$ cat src/rtl/div_sign_restore.sv
// Sign-restore stage for the signed divider: turns unsigned quotient/remainder
// magnitudes back into two's-complement results through a 2-stage elastic pipeline.
module div_sign_restore #(
    parameter int WL = 4,
    parameter int CW = 8
) (
    input  logic          clk,
    input  logic          rst_n,
    input  logic          in_valid,
    output logic          in_ready,
    input  logic [WL-1:0] q_mag,
    input  logic [WL-1:0] r_mag,
    input  logic          sign_a,
    input  logic          sign_b,
    input  logic          div_zero,
    output logic          out_valid,
    input  logic          out_ready,
    output logic [WL-1:0] quot,
    output logic [WL-1:0] rem,
    output logic          ovf,
    output logic          dz,
    output logic [CW-1:0] ovf_cnt
);

    localparam logic [WL-1:0] MIN_NEG = {1'b1, {(WL-1){1'b0}}};
    localparam logic [WL-1:0] MAX_POS = {1'b0, {(WL-1){1'b1}}};
    localparam logic [CW-1:0] CNT_MAX = '1;

    // Handshake: a beat moves on a port when valid && ready at the rising edge;
    // a stage loads when it is empty or its contents leave in the same cycle,
    // and ready never depends on the incoming valid.
    logic          s1_valid;
    logic [WL-1:0] s1_q;
    logic [WL-1:0] s1_r;
    logic          s1_sa;
    logic          s1_sb;
    logic          s1_dz;

    logic s2_adv;
    logic s1_adv;

    assign s2_adv   = !out_valid || out_ready;
    assign s1_adv   = !s1_valid || s2_adv;
    assign in_ready = s1_adv;

    logic          qs;
    logic [WL-1:0] neg_q;
    logic [WL-1:0] neg_r;
    logic          pos_ovf;
    logic          neg_ovf;
    logic [WL-1:0] nxt_quot;
    logic [WL-1:0] nxt_rem;
    logic          nxt_ovf;
    logic          nxt_dz;

    always_comb begin
        qs      = s1_sa ^ s1_sb;
        neg_q   = '0 - s1_q;
        neg_r   = '0 - s1_r;
        pos_ovf = !qs && s1_q[WL-1];
        // q_mag == 2^(WL-1) with a negative quotient is exactly representable
        neg_ovf = qs && (s1_q > MIN_NEG);
    end

    always_comb begin
        nxt_quot = qs ? neg_q : s1_q;
        nxt_rem  = s1_sa ? neg_r : s1_r;
        nxt_ovf  = 1'b0;
        nxt_dz   = 1'b0;
        if (s1_dz) begin
            nxt_quot = '1;
            nxt_dz   = 1'b1;
        end else if (pos_ovf) begin
            nxt_quot = MAX_POS;
            nxt_ovf  = 1'b1;
        end else if (neg_ovf) begin
            nxt_quot = MIN_NEG;
            nxt_ovf  = 1'b1;
        end
    end

    always_ff @(posedge clk or negedge rst_n) begin
        if (!rst_n) begin
            s1_valid <= 1'b0;
            s1_q     <= '0;
            s1_r     <= '0;
            s1_sa    <= 1'b0;
            s1_sb    <= 1'b0;
            s1_dz    <= 1'b0;
        end else if (s1_adv) begin
            s1_valid <= in_valid;
            if (in_valid) begin
                s1_q  <= q_mag;
                s1_r  <= r_mag;
                s1_sa <= sign_a;
                s1_sb <= sign_b;
                s1_dz <= div_zero;
            end
        end
    end

    always_ff @(posedge clk or negedge rst_n) begin
        if (!rst_n) begin
            out_valid <= 1'b0;
            quot      <= '0;
            rem       <= '0;
            ovf       <= 1'b0;
            dz        <= 1'b0;
        end else if (s2_adv) begin
            out_valid <= s1_valid;
            if (s1_valid) begin
                quot <= nxt_quot;
                rem  <= nxt_rem;
                ovf  <= nxt_ovf;
                dz   <= nxt_dz;
            end
        end
    end

    // Counts delivered overflow beats, not accepted ones
    always_ff @(posedge clk or negedge rst_n) begin
        if (!rst_n) begin
            ovf_cnt <= '0;
        end else if (out_valid && out_ready && ovf && (ovf_cnt != CNT_MAX)) begin
            ovf_cnt <= ovf_cnt + CW'(1);
        end
    end

endmodule

$ cat config.mk
export PLATFORM = sky130hd
export DESIGN_NAME = div_sign_restore
export DESIGN_NICKNAME = d
export VERILOG_FILES = /design/src/rtl/div_sign_restore.sv
export SDC_FILE = /design/constraint.sdc
export NUM_CORES = 1
export LEC_CHECK = 0
export ABC_AREA = 1
export CAP_MARGIN = 20
export CORE_MARGIN = 2
export CORE_UTILIZATION = 50
export DETAILED_ROUTE_END_ITERATION = 7
export PLACE_DENSITY_LB_ADDON = 0.15
export RECOVER_POWER = 50
export SYNTH_ARGS = -nofsm -noshare
export SYNTH_HDL_FRONTEND = slang
export SYNTH_SLANG_ARGS = --single-unit
$ cat constraint.sdc
create_clock -name clk -period 1.3 [get_ports clk]
set_input_delay 0.26 -clock clk [delete_from_list [all_inputs] [get_ports clk]]
set_output_delay 0.26 -clock clk [all_outputs]
set_load 0.05 [all_outputs]
==> results.json <==
{
  "detailed_place.area_sq_um": 2310,
  "yosysUniqueCellTypes": 26,
  "drt_iter0_drc": 73,
  "critPathRequiredTime_ns": 1.57,
  "min_period_ns": 1.35,
  "power.static_leakage_nw": 1.26,
  "cts.sink_count": 31,
  "drt-total-wl_mm": 3.48,
  "initial_utilization_pct": 52.7,
  "worstPathCellList": "ha_4 > nand2_4 > o21bai_4 > buf_4 > nand2_1 > nand2_1",
  "data_arrival_time_of_the_critical_path_ns": 1.62,
  "antenna_violations_before_repair": 0,
  "fillCellCount": 204,
  "dp_hpwl_mm": 2.53,
  "design_area_sq_um": 2490,
  "clock-root-buffer": "sky130_fd_sc_hd__clkbuf_4",
  "postSynth.topFlopCell": "sky130_fd_sc_hd__dfrtp_1",
  "grt_pass1_wl_mm": 5.84,
  "grt_start_max_net_pins": 32,
  "setup_viol_count_final": 9,
  "global_route.usage.total_pct": 21.9,
  "synthesis.area_per_instance_sq_um": 7.92,
  "floorplan.die_area_sq_um": 3690,
  "final.setup.worst_slack_ns": -0.0498,
  "dpl_worst_slack_ns": -0.251,
  "globalRouteOverflowTotal": 0,
  "worst-slew-pin-transition_ns": 0.751,
  "detailroute.via_count": 1444,
  "slowest_stage": "sky130_fd_sc_hd__dfrtp_2",
  "ys_async_sr_fraction_pct": 100,
  "detailedRoute.firstPassIterationCount": 4,
  "netlist_top_cells_count": "sky130_fd_sc_hd__nand2_1 (68), sky130_fd_sc_hd__dfrtp_1 (31), sky130_fd_sc_hd__inv_1 (26), sky130_fd_sc_hd__nor2_1 (26), sky130_fd_sc_hd__a21oi_1 (11)",
  "p_per_area_nw_per_um2": 1530,
  "ir_drop_mv": 0.970,
  "worstSetupEndpointType": "register",
  "buffer_ports.inserted": 34,
  "worst_skew_pair.late_latency_ns": 0.33,
  "vertical_die_dimension_um": 60.7,
  "fin_skew_ns": 0.00763,
  "drt-vias-per-instance": 4.64,
  "num_antenna_cells": 0,
  "clock_tree.htree_level_count": 2,
  "final_layout_size_suffix_gt1_share_pct": 31.8,
  "yosys.cell_count.top_type": "sky130_fd_sc_hd__nand2_1",
  "rsz_0062_raised_after_global_routing": "true",
  "violations": "negative setup slack",
  "via_count_of_the_first_global_routing_pass": 1380,
  "critPathMostFrequentCell": "sky130_fd_sc_hd__nand2_1",
  "io_pins": 35,
  "worstPathMaxFanout": 7,
  "drt-wirelength-per-cell_um": 11.2,
  "drv.max_cap_violation_count": 0,
  "synth_area_leader_cell": "sky130_fd_sc_hd__dfrtp_1",
  "cts_max_path_buffers": 2,
  "nets": 284,
  "tritoncts": "yes",
  "fmax_mhz": 741,
  "synth_top_area_cells": "sky130_fd_sc_hd__dfrtp_1 (48%), sky130_fd_sc_hd__nand2_1 (16%), sky130_fd_sc_hd__inv_1 (6.1%)",
  "post-synth-top-area-fraction_pct": 48.2,
  "detail_route.drc_violations": 0,
  "synthesized_area_sq_um": 1610,
  "num_rows": 20,
  "gate_count_after_technology_mapping": 203,
  "synth-warning-count": 0,
  "clk_pin_slew_worst_paths_ns": 0.09,
  "timing.setup.critical_path_class": "reg -> reg",
  "cts-buffers-inserted": 5,
  "finalMaxSlewViolations": 0,
  "ys_ff_latch": 31,
  "area_of_the_placeable_core_sq_um": 3050,
  "layout.core_utilization_pct": 81.7,
  "slowest_delay_ns": 0.47,
  "hp-class": "in -> reg",
  "synth.yosys.seq_area_share_pct": 48.2,
  "slew_headroom_pct": 49.9,
  "layout-area-overhead-vs-synth_pct": 55.1,
  "hold_viol_final": 0,
  "remaining_number_of_nets_flagged_by_the_antenna_check_after_routing": 0,
  "gpl.final_weighted_congestion": 0.833,
  "timing.final.crit_share_pct": 104,
  "synth_enable_flop_cells": 0,
  "syn_nets": 221,
  "die-width_um": 60.7,
  "result_of_the_run": "complete, but fails checks",
  "setup.worst_path.start_class": "register"
}
==> metal layers <==
metal / up-vias / routed length, um / track usage [%] / share of wire [%]
met1: 647 / 1430 / 25.4 / 41
met3: 10 / 143 / 5.33 / 4.1
li1: 756 / - / - / -
met2: 31 / 1820 / 38.1 / 52
met5: - / 0 / 0 / 0
met4: 0 / 76 / 10.2 / 2.2
==> cell type report <==
class / count / area (sq um) / area share (%)
Timing Repair Buffer: 58 / 741 / 29.7
Sequential cell: 31 / 790 / 31.7
Multi-Input combinational cell: 142 / 749 / 30.1
Tap cell: 44 / 55.1 / 2.21
Clock inverter: 1 / 5.00 / 0.201
Inverter: 28 / 109 / 4.37
Clock buffer: 7 / 45.0 / 1.81
==> cells in the final DEF (no fill, tap or decap), types with 9 or more instances in the layout <==
cell,synthesis,layout
sky130_fd_sc_hd__a21oi_1,11,11
sky130_fd_sc_hd__nand3_1,9,9
sky130_fd_sc_hd__nand2_2,2,9
sky130_fd_sc_hd__nor2_1,26,23
sky130_fd_sc_hd__buf_12,0,20
sky130_fd_sc_hd__dfrtp_1,31,22
sky130_fd_sc_hd__buf_4,1,17
sky130_fd_sc_hd__inv_1,26,24
sky130_fd_sc_hd__clkdlybuf4s50_1,0,13
sky130_fd_sc_hd__nand2_1,68,61
==> logic make-up (layout without fill, tap and decap cells) <==
kind of cell,count (synthesis),in the layout,synth area share [%]
AOI/OAI and AO/OA,21,21,8.95
xor gates and xnor gates,4,4,2.18
adders and majority gates,3,3,2.33
buffers and inverters,30,94,7.94
DFF,31,31,48.2
and+or+nand+nor,114,114,30.3
==> sequential cells by signal, summed over array words and instances, names as in the netlist <==
| signal | flops |
|---|---|
| rem | 4 |
| out_valid | 1 |
| quot | 4 |
| s1_valid | 1 |
| ovf_cnt | 8 |
| ovf | 1 |
| dz | 1 |
| s1_sa | 1 |
| s1_dz | 1 |
| s1_sb | 1 |
| s1_q | 4 |
| s1_r | 4 |
==> worst max-delay path, delay by kind of cell, from the launching register on <==
family          cells  cell delay (ns)
fa+ha+maj           1             0.18
flops               1             0.47
compound gates      1             0.27
simple gates        3             0.20
buf+inv             1             0.17
==> path summary, 6_finish.rpt <==
path                                        startpoint                      to  slack [ns]  depth (start not counted)
worst max-delay path            ovf_cnt[0]$_DFFE_PN0P_  ovf_cnt[4]$_DFFE_PN0P_       -0.05                          6
max in group asynchronous                        rst_n   out_valid$_DFFE_PN0P_        0.24                          2
worst min-delay path                          r_mag[1]     s1_r[1]$_DFFE_PN0P_        0.50                          3
worst max register to register  ovf_cnt[0]$_DFFE_PN0P_  ovf_cnt[4]$_DFFE_PN0P_       -0.05                          6
min in group asynchronous                        rst_n  ovf_cnt[2]$_DFFE_PN0P_        0.51                          2
worst min register to register     s1_r[1]$_DFFE_PN0P_      rem[1]$_DFFE_PN0P_        0.55                          2
==> per-stage QoR <==
step | hold WS (ns) | power (W) | TNS, ns | std cells
2_1_floorplan | -0.0356 | 0.00233 | -0.118 | 203
3_3_place_gp | 0.521 | 0.00320 | -4.40 | 290
3_5_place_dp | 0.539 | 0.00324 | -4.90 | 290
4_1_cts | 0.276 | 0.00380 | -0.0648 | 303
5_1_grt | 0.524 | 0.00402 | -1.09 | 311
6_report | 0.499 | 0.00381 | -0.160 | 311
==> where the power goes <==
part / total (W) / internal [W] / switching (W)
clock network: 0.000531 / 0.000210 / 0.000320
registers: 0.00142 / 0.00117 / 0.000248
logic: 0.00186 / 0.000881 / 0.000980
total: 0.00381 / 0.00226 / 0.00155
==> repair_timing <==
item / CTS / global route
buffers inserted: 5 / 8
gates resized for setup: 7 / 13
gates cloned: 0 / 0
hold buffers: 0 / 0
endpoints found under the setup margin: 7 / 21
pin swaps: 2 / 4
(Power assumes the default switching activity.)
